--- src/rtl/delay_lap_ctrl.sv ---
// Run-time tap controller for the pixel delay line: accepts clamped tap requests, applies them
// at line boundaries, tracks refill settling and measures the active line length.
module delay_lap_ctrl #(
  parameter int unsigned MAX_DELAY_LAPS = 640,
  parameter int unsigned LAP_W          = 10,
  parameter int unsigned INIT_LAP       = 0
) (
  input  logic             clk,
  input  logic             rst_n,
  input  logic             i_de,
  input  logic             cfg_valid,
  input  logic [LAP_W-1:0] cfg_lap,
  output logic             cfg_ready,
  output logic [LAP_W-1:0] delaylap,
  output logic             o_tap_stable,
  output logic             o_pending,
  output logic             o_cfg_err,
  output logic [15:0]      o_line_len
);

  localparam logic [LAP_W-1:0] MaxLap  = LAP_W'(MAX_DELAY_LAPS);
  localparam logic [LAP_W-1:0] InitLap = LAP_W'(INIT_LAP);

  typedef enum logic [1:0] {StIdle, StPend, StSettle} state_e;

  state_e           state_q, state_d;
  logic [LAP_W-1:0] pend_lap_q, pend_lap_d;
  logic [LAP_W-1:0] delaylap_q, delaylap_d;
  logic [LAP_W-1:0] settle_cnt_q, settle_cnt_d;
  logic             stable_q, stable_d;
  logic             cfg_err_q, cfg_err_d;
  logic             de_d_q;
  logic [15:0]      pix_cnt_q, pix_cnt_d;
  logic [15:0]      line_len_q, line_len_d;
  logic             de_fall;
  logic             lap_over;

  assign de_fall  = de_d_q & ~i_de;
  assign lap_over = cfg_lap > MaxLap;

  always_comb begin
    state_d      = state_q;
    pend_lap_d   = pend_lap_q;
    delaylap_d   = delaylap_q;
    settle_cnt_d = settle_cnt_q;
    stable_d     = stable_q;
    cfg_err_d    = 1'b0;
    unique case (state_q)
      StIdle: begin
        if (cfg_valid) begin
          pend_lap_d = lap_over ? MaxLap : cfg_lap;
          cfg_err_d  = lap_over;
          state_d    = StPend;
        end
      end
      StPend: begin
        if (de_fall) begin
          delaylap_d   = pend_lap_q;
          settle_cnt_d = pend_lap_q;
          stable_d     = 1'b0;
          state_d      = StSettle;
        end
      end
      StSettle: begin
        // Terminal-count cycle included, so the output is unstable for tap+1 cycles.
        if (settle_cnt_q == '0) begin
          stable_d = 1'b1;
          state_d  = StIdle;
        end else begin
          settle_cnt_d = settle_cnt_q - 1'b1;
        end
      end
      default: state_d = StIdle;
    endcase
  end

  always_comb begin
    pix_cnt_d  = pix_cnt_q;
    line_len_d = line_len_q;
    if (de_fall) begin
      line_len_d = pix_cnt_q;
      pix_cnt_d  = '0;
    end else if (i_de && (pix_cnt_q != 16'hFFFF)) begin
      pix_cnt_d = pix_cnt_q + 16'd1;
    end
  end

  always_ff @(posedge clk or negedge rst_n) begin
    if (!rst_n) begin
      state_q      <= StIdle;
      pend_lap_q   <= '0;
      delaylap_q   <= InitLap;
      settle_cnt_q <= '0;
      stable_q     <= 1'b1;
      cfg_err_q    <= 1'b0;
      de_d_q       <= 1'b0;
      pix_cnt_q    <= '0;
      line_len_q   <= '0;
    end else begin
      state_q      <= state_d;
      pend_lap_q   <= pend_lap_d;
      delaylap_q   <= delaylap_d;
      settle_cnt_q <= settle_cnt_d;
      stable_q     <= stable_d;
      cfg_err_q    <= cfg_err_d;
      de_d_q       <= i_de;
      pix_cnt_q    <= pix_cnt_d;
      line_len_q   <= line_len_d;
    end
  end

  assign cfg_ready    = (state_q == StIdle);
  assign o_pending    = (state_q == StPend);
  assign delaylap     = delaylap_q;
  assign o_tap_stable = stable_q;
  assign o_cfg_err    = cfg_err_q;
  assign o_line_len   = line_len_q;

endmodule

--- config.mk ---
export PLATFORM = sky130hd
export DESIGN_NAME = delay_lap_ctrl
export DESIGN_NICKNAME = d
export VERILOG_FILES = /design/src/rtl/delay_lap_ctrl.sv
export SDC_FILE = /design/constraint.sdc
export NUM_CORES = 1
export LEC_CHECK = 0
export CAP_MARGIN = 20
export CORE_MARGIN = 4
export CORE_UTILIZATION = 30
export DETAILED_ROUTE_END_ITERATION = 7
export SYNTH_ARGS = -nofsm -noshare
export SYNTH_HDL_FRONTEND = slang
export SYNTH_SLANG_ARGS = --single-unit
--- constraint.sdc ---
create_clock -name clk -period 1.7 [get_ports clk]
set_input_delay 0.34 -clock clk [delete_from_list [all_inputs] [get_ports clk]]
set_output_delay 0.34 -clock clk [all_outputs]
set_load 0.005 [all_outputs]
Word level (Yosys, flattened, before mapping)
Index checks and enable logic that the tools add are counted.

Output and inout bits: 30. Word-level logic and storage cells: 46. Memories kept: 0. Bits in writable memories: 0. Latch bits: 0. Bits in registers: 67. Memory bits (read-only): 0. Input bits: 14.

Eq/ne operators: 7. Add/subtract/negate cells: 2. Divide/modulo/power cells: 0. $lt $le $gt $ge: 1. Bitwise logic cells: 2. Reduce and logical (&&, ||, !) cells: 10. Muxes and demuxes: 15. Shifts and indexed selects: 0. Multiply operators: 0.

Operator list (count): 2-to-1 mux 16 bit (2); 2-to-1 mux 10 bit (3); one-hot mux 10 bit (2 select lines) (1); adder 16 x 1 -> 16 bit, second input constant (1); inequality test 16 bit, second input constant (1); > comparator 10 bit, second input constant (1); zero test 10 bit (1); subtractor 10 x 1 -> 10 bit, second input constant (1); AND reduction 3 bit (3); 2-to-1 mux 2 bit (3); inequality test 2 bit, second input constant (3); one-hot mux 2 bit (3 select lines) (1); 2-to-1 mux 1 bit (4); AND reduction 2 bit (2); nonzero test 2 bit (2); equality test 2 x 1 -> 1 bit, second input constant (1); equality test 2 bit, second input constant (1); zero test 2 bit (1); inequality test 2 x 1 -> 1 bit, second input constant (1); one-hot mux 1 bit (2 select lines) (1); bitwise AND 1 bit (1); logical AND 1 bit (1); inverter 1 bit (1).

Depth between registers and ports, before layout
Depth in word-level cells: 4. Depth in mapped cells: 6. Depth with buffers taken out: 6.

Worst setup path before layout
No wires, ideal clock.

Kind: register to register. Start: register settle_cnt_q[0]. End: register settle_cnt_q[8]. Path slack: -192 ps. Setup time: 129 ps. Stages on the path, launching flop included: 7. Arrival: 1763 ps. Period minus slack after synthesis: 1892 ps. Data required time: 1571 ps. Cell sequence: dfrtp_1 > inv_1 > ha_1 > or4b_4 > or4_4 > o22ai_1 > a2bb2oi_2.

Cells in the longest elaborated chain, start to end: 3. Elaborated cells between the ends (all ways): 6. Classes of those cells: add/sub: 1; eq/ne: 1; mux: 2; reduce/logical: 2.

RTL lines: start: declaration (RTL line 29) `logic [LAP_W-1:0] settle_cnt_q, settle_cnt_d;`; start signal: assignment (RTL line 103) `settle_cnt_q <= settle_cnt_d;`; subtractor 10 x 1 -> 10 bit or zero test 10 bit (tied branches) (RTL line 70, 66); 2-to-1 mux 10 bit or inequality test 2 bit (tied branches); one-hot mux 10 bit (2 select lines) or AND reduction 3 bit (tied branches).

Several ways; a longest one is shown, not always the timed one. The select of a mux whose other input is x is not followed. A chain may end at the register's enable or synchronous reset.

Worst setup path in the final report
Same ends and word-level chain as after synthesis.

==> impl_results.md <==
- Total Wirelength: 8520 um
- Layout cell share with drive strength beyond 1: 0.284
- Clock Latency Late Sink: 0.35 ns
- Slew headroom: 0.692
- Data required time of the worst path: roughly 2 ns
- Post-route DRC: 0
- Gp weighted congestion: 0.848
- H-tree lvl count: 3
- Final period util: 1.13
- CP Launch Type: flip-flop
- Synth Area per Inst: 9.36 um^2
- Via count: 2951
- Initial core utilization: 0.309
- GRT Util Overall: 0.142
- Failing checks: negative setup slack
- Hold path cells: 3
- Die outline height: 111 um
- Gr busiest metal: met2
- Fin util: 0.453
- # IOs: 44
- Synthesis-to-layout area growth: 46.9%
- Clock Pin Slew Worst Setup and Hold Paths: 0.08 ns
- Total grt overflow: 0
- CTS Buffer Depth: 2
- Post-synth top area share: 0.516
- First drt pass iteration count: 4
- Final HPWL DP: 6060 um
- Commonest non-fill, non-tap cell in the layout: nand2_1
- Ys Warns: 0
- Final clock skew: about 0.013 ns
- Dpl ws: -0.440 ns
- DR WL/cell: 14.4 um
- Grt met2 use: 0.228
- VDD IR-drop max: slightly below 0.7 mV
- Final Power: 6.21 mW
- Placed Instances: 563
- Met3 GRT Util: 0.0377
- Worst Max-Slew Pin Slew: between 0.4 and 0.5 ns
- EDFF count, synth: 0
- Die X: 111 um
- N_diodes: 0
- Critical Path End Type: flip-flop
- PortBufs: 43
- CTS tree: yes
- Power density over the cells: 1320 nW/um^2
- Syn Inst Count: about 340
- FP Rows: 37
- Slew Limit Fails: 0
- # nets final: about 470
- Netlist Area Pre-Place: 3200 um^2
- Synth Flop Type: dfrtp_1
- Placed Area: 4220 um^2
- Met1 GRT Util: 0.187
- Status: finished with violations
- Core Footprint: 10400 um^2
- Vias/cell: 4.99
- Worst Reg2Reg Path Length in Cells: 6
- Setup CP Type: reg -> reg
- Fin worst setup slack: -0.213 ns
- Synth unique cells: 57
- Most frequent cells in the layout: nand2_1, buf_4, dfrtp_1
- Area leader, netlist: dfrtp_1
- Asr flop ratio synth: 1.00
- Global-route wire length before repair: 14500 um
- Final Cell Area: 4700 um^2
- Root Driver: clkbuf_8
- ANT nets after route: 0
- Worst hold path class: in -> reg
- Post-synthesis net count: 358
- Sequential area share after synthesis: 0.524
- Final setup violation count: 14
- Number of global-route vias before repair: 2970
- Clock sink count: 67
- RSZ-0062 raised after global routing: true
- Num CTS Buffers: 9
- Max-cap viol count: 0
- Starting DRT DRC Count: approximately 110
- Final Non-Filler Cells: 591
- Max Freq: 523 MHz
- Antenna violations before repair: 0
- Final worst path period need: 1.91 ns
- Pin count of the biggest net entering global routing: 31
- Worst EP arrival: 2.19 ns
- Leakage power: around 2.2 nW
- Die area: 12400 um^2
- Ranking of synthesized cells by area: dfrtp_1, nand2_1, a21oi_1
- CP max FO: 5
- Final hold violation count: 0
- Yosys reg bits: 67
-- logic make-up (layout without fill, tap and decap cells) --
family                     after synthesis  after routing  synth area share
AOI/OAI and AO/OA                       57             58             0.123
adders and majority gates                2              2           0.00782
muxes                                    6              6            0.0188
DFF                                     67             67             0.524
and+or+nand+nor                        185            185             0.296
buffers and inverters                   25            137            0.0305
-- critical path, cell delays in order, from the launching register on --
cell       delay, ns
dfrtp_1         0.39
inv_2           0.08
ha_4            0.13
or4b_4          0.50
or4_4           0.46
a21oi_2         0.15
a2bb2oi_2       0.13
-- layer usage --
metal / part of all wire / wire length, um / up-vias
li1: - / - / 1423
met5: 0 / 0 / -
met1: 0.44 / 3770 / 1442
met3: 0.050 / 429 / 11
met4: 0.011 / 90 / 0
met2: 0.50 / 4230 / 75
-- sequential cells by signal (all words and copies together) (netlist names) --
register and cells:
de_d_q 1, delaylap 10, o_cfg_err 1, o_line_len 16, o_tap_stable 1, pend_lap_q 10, pix_cnt_q 16, settle_cnt_q 10
state_q 2
-- final cells by class --
cell class | count | area, um^2
fillers | 1013 | 5670
flip-flops and latches | 67 | 1680
multi-input cells | 251 | 1570
repair buffers | 112 | 998
well taps | 136 | 170
clock buffers | 10 | 138
clock inverters | 6 | 111
inverters | 9 | 33.8
-- what timing repair did --
item / CTS / global route
pin swaps: 5 / 8
gates resized for setup: 15 / 23
setup endpoints to repair: 19 / 20
hold buffers: 1 / 0
setup buffers: 4 / 6
endpoints found under the hold margin: 12 / 0
cloned: 0 / 1
-- path summary, 6_finish.rpt --
path / startpoint / end / slack (ns)
worst max-delay path: settle_cnt_q[0] / settle_cnt_q[8] / -0.21
worst min-delay path: cfg_lap[3] / pend_lap_q[3] / 0.27
worst max register to register: settle_cnt_q[0] / settle_cnt_q[8] / -0.21
worst min register to register: o_line_len[2] / o_line_len[2] / 0.47
max in group asynchronous: rst_n / state_q[0] / 0.70
min in group asynchronous: rst_n / pix_cnt_q[15] / 0.47
-- power by group --
part / switching [mW] / internal, mW
combinational: 1.01 / 1.20
clock: 0.644 / 1.02
sequential: 0.320 / 2.02
total: 1.97 / 4.24
-- per-stage QoR --
stage	hold slack [ns]	TNS, ns
after global routing	0.275	-2.76
final	0.270	-1.27
after detailed placement	0.327	-6.75
after floorplan	0.0444	-0.465
after global placement	0.310	-5.84
after CTS	0.484	-0.941
-- synth_stat cells (all sizes together) (3+ instances only) --
master  count
o221ai      3
and3        4
o21ai      13
nand2     109
a21oi      16
nand4       8
dfrtp      66
mux2i       6
o31ai       3
buf         4
nor2b       4
or4         8
or3         3
and4        3
nor2        7
clkbuf     12
nor4        5
nand3      14
nor3        7
inv         9
and2        3
Note: power is estimated with default switching activity, not from simulation.
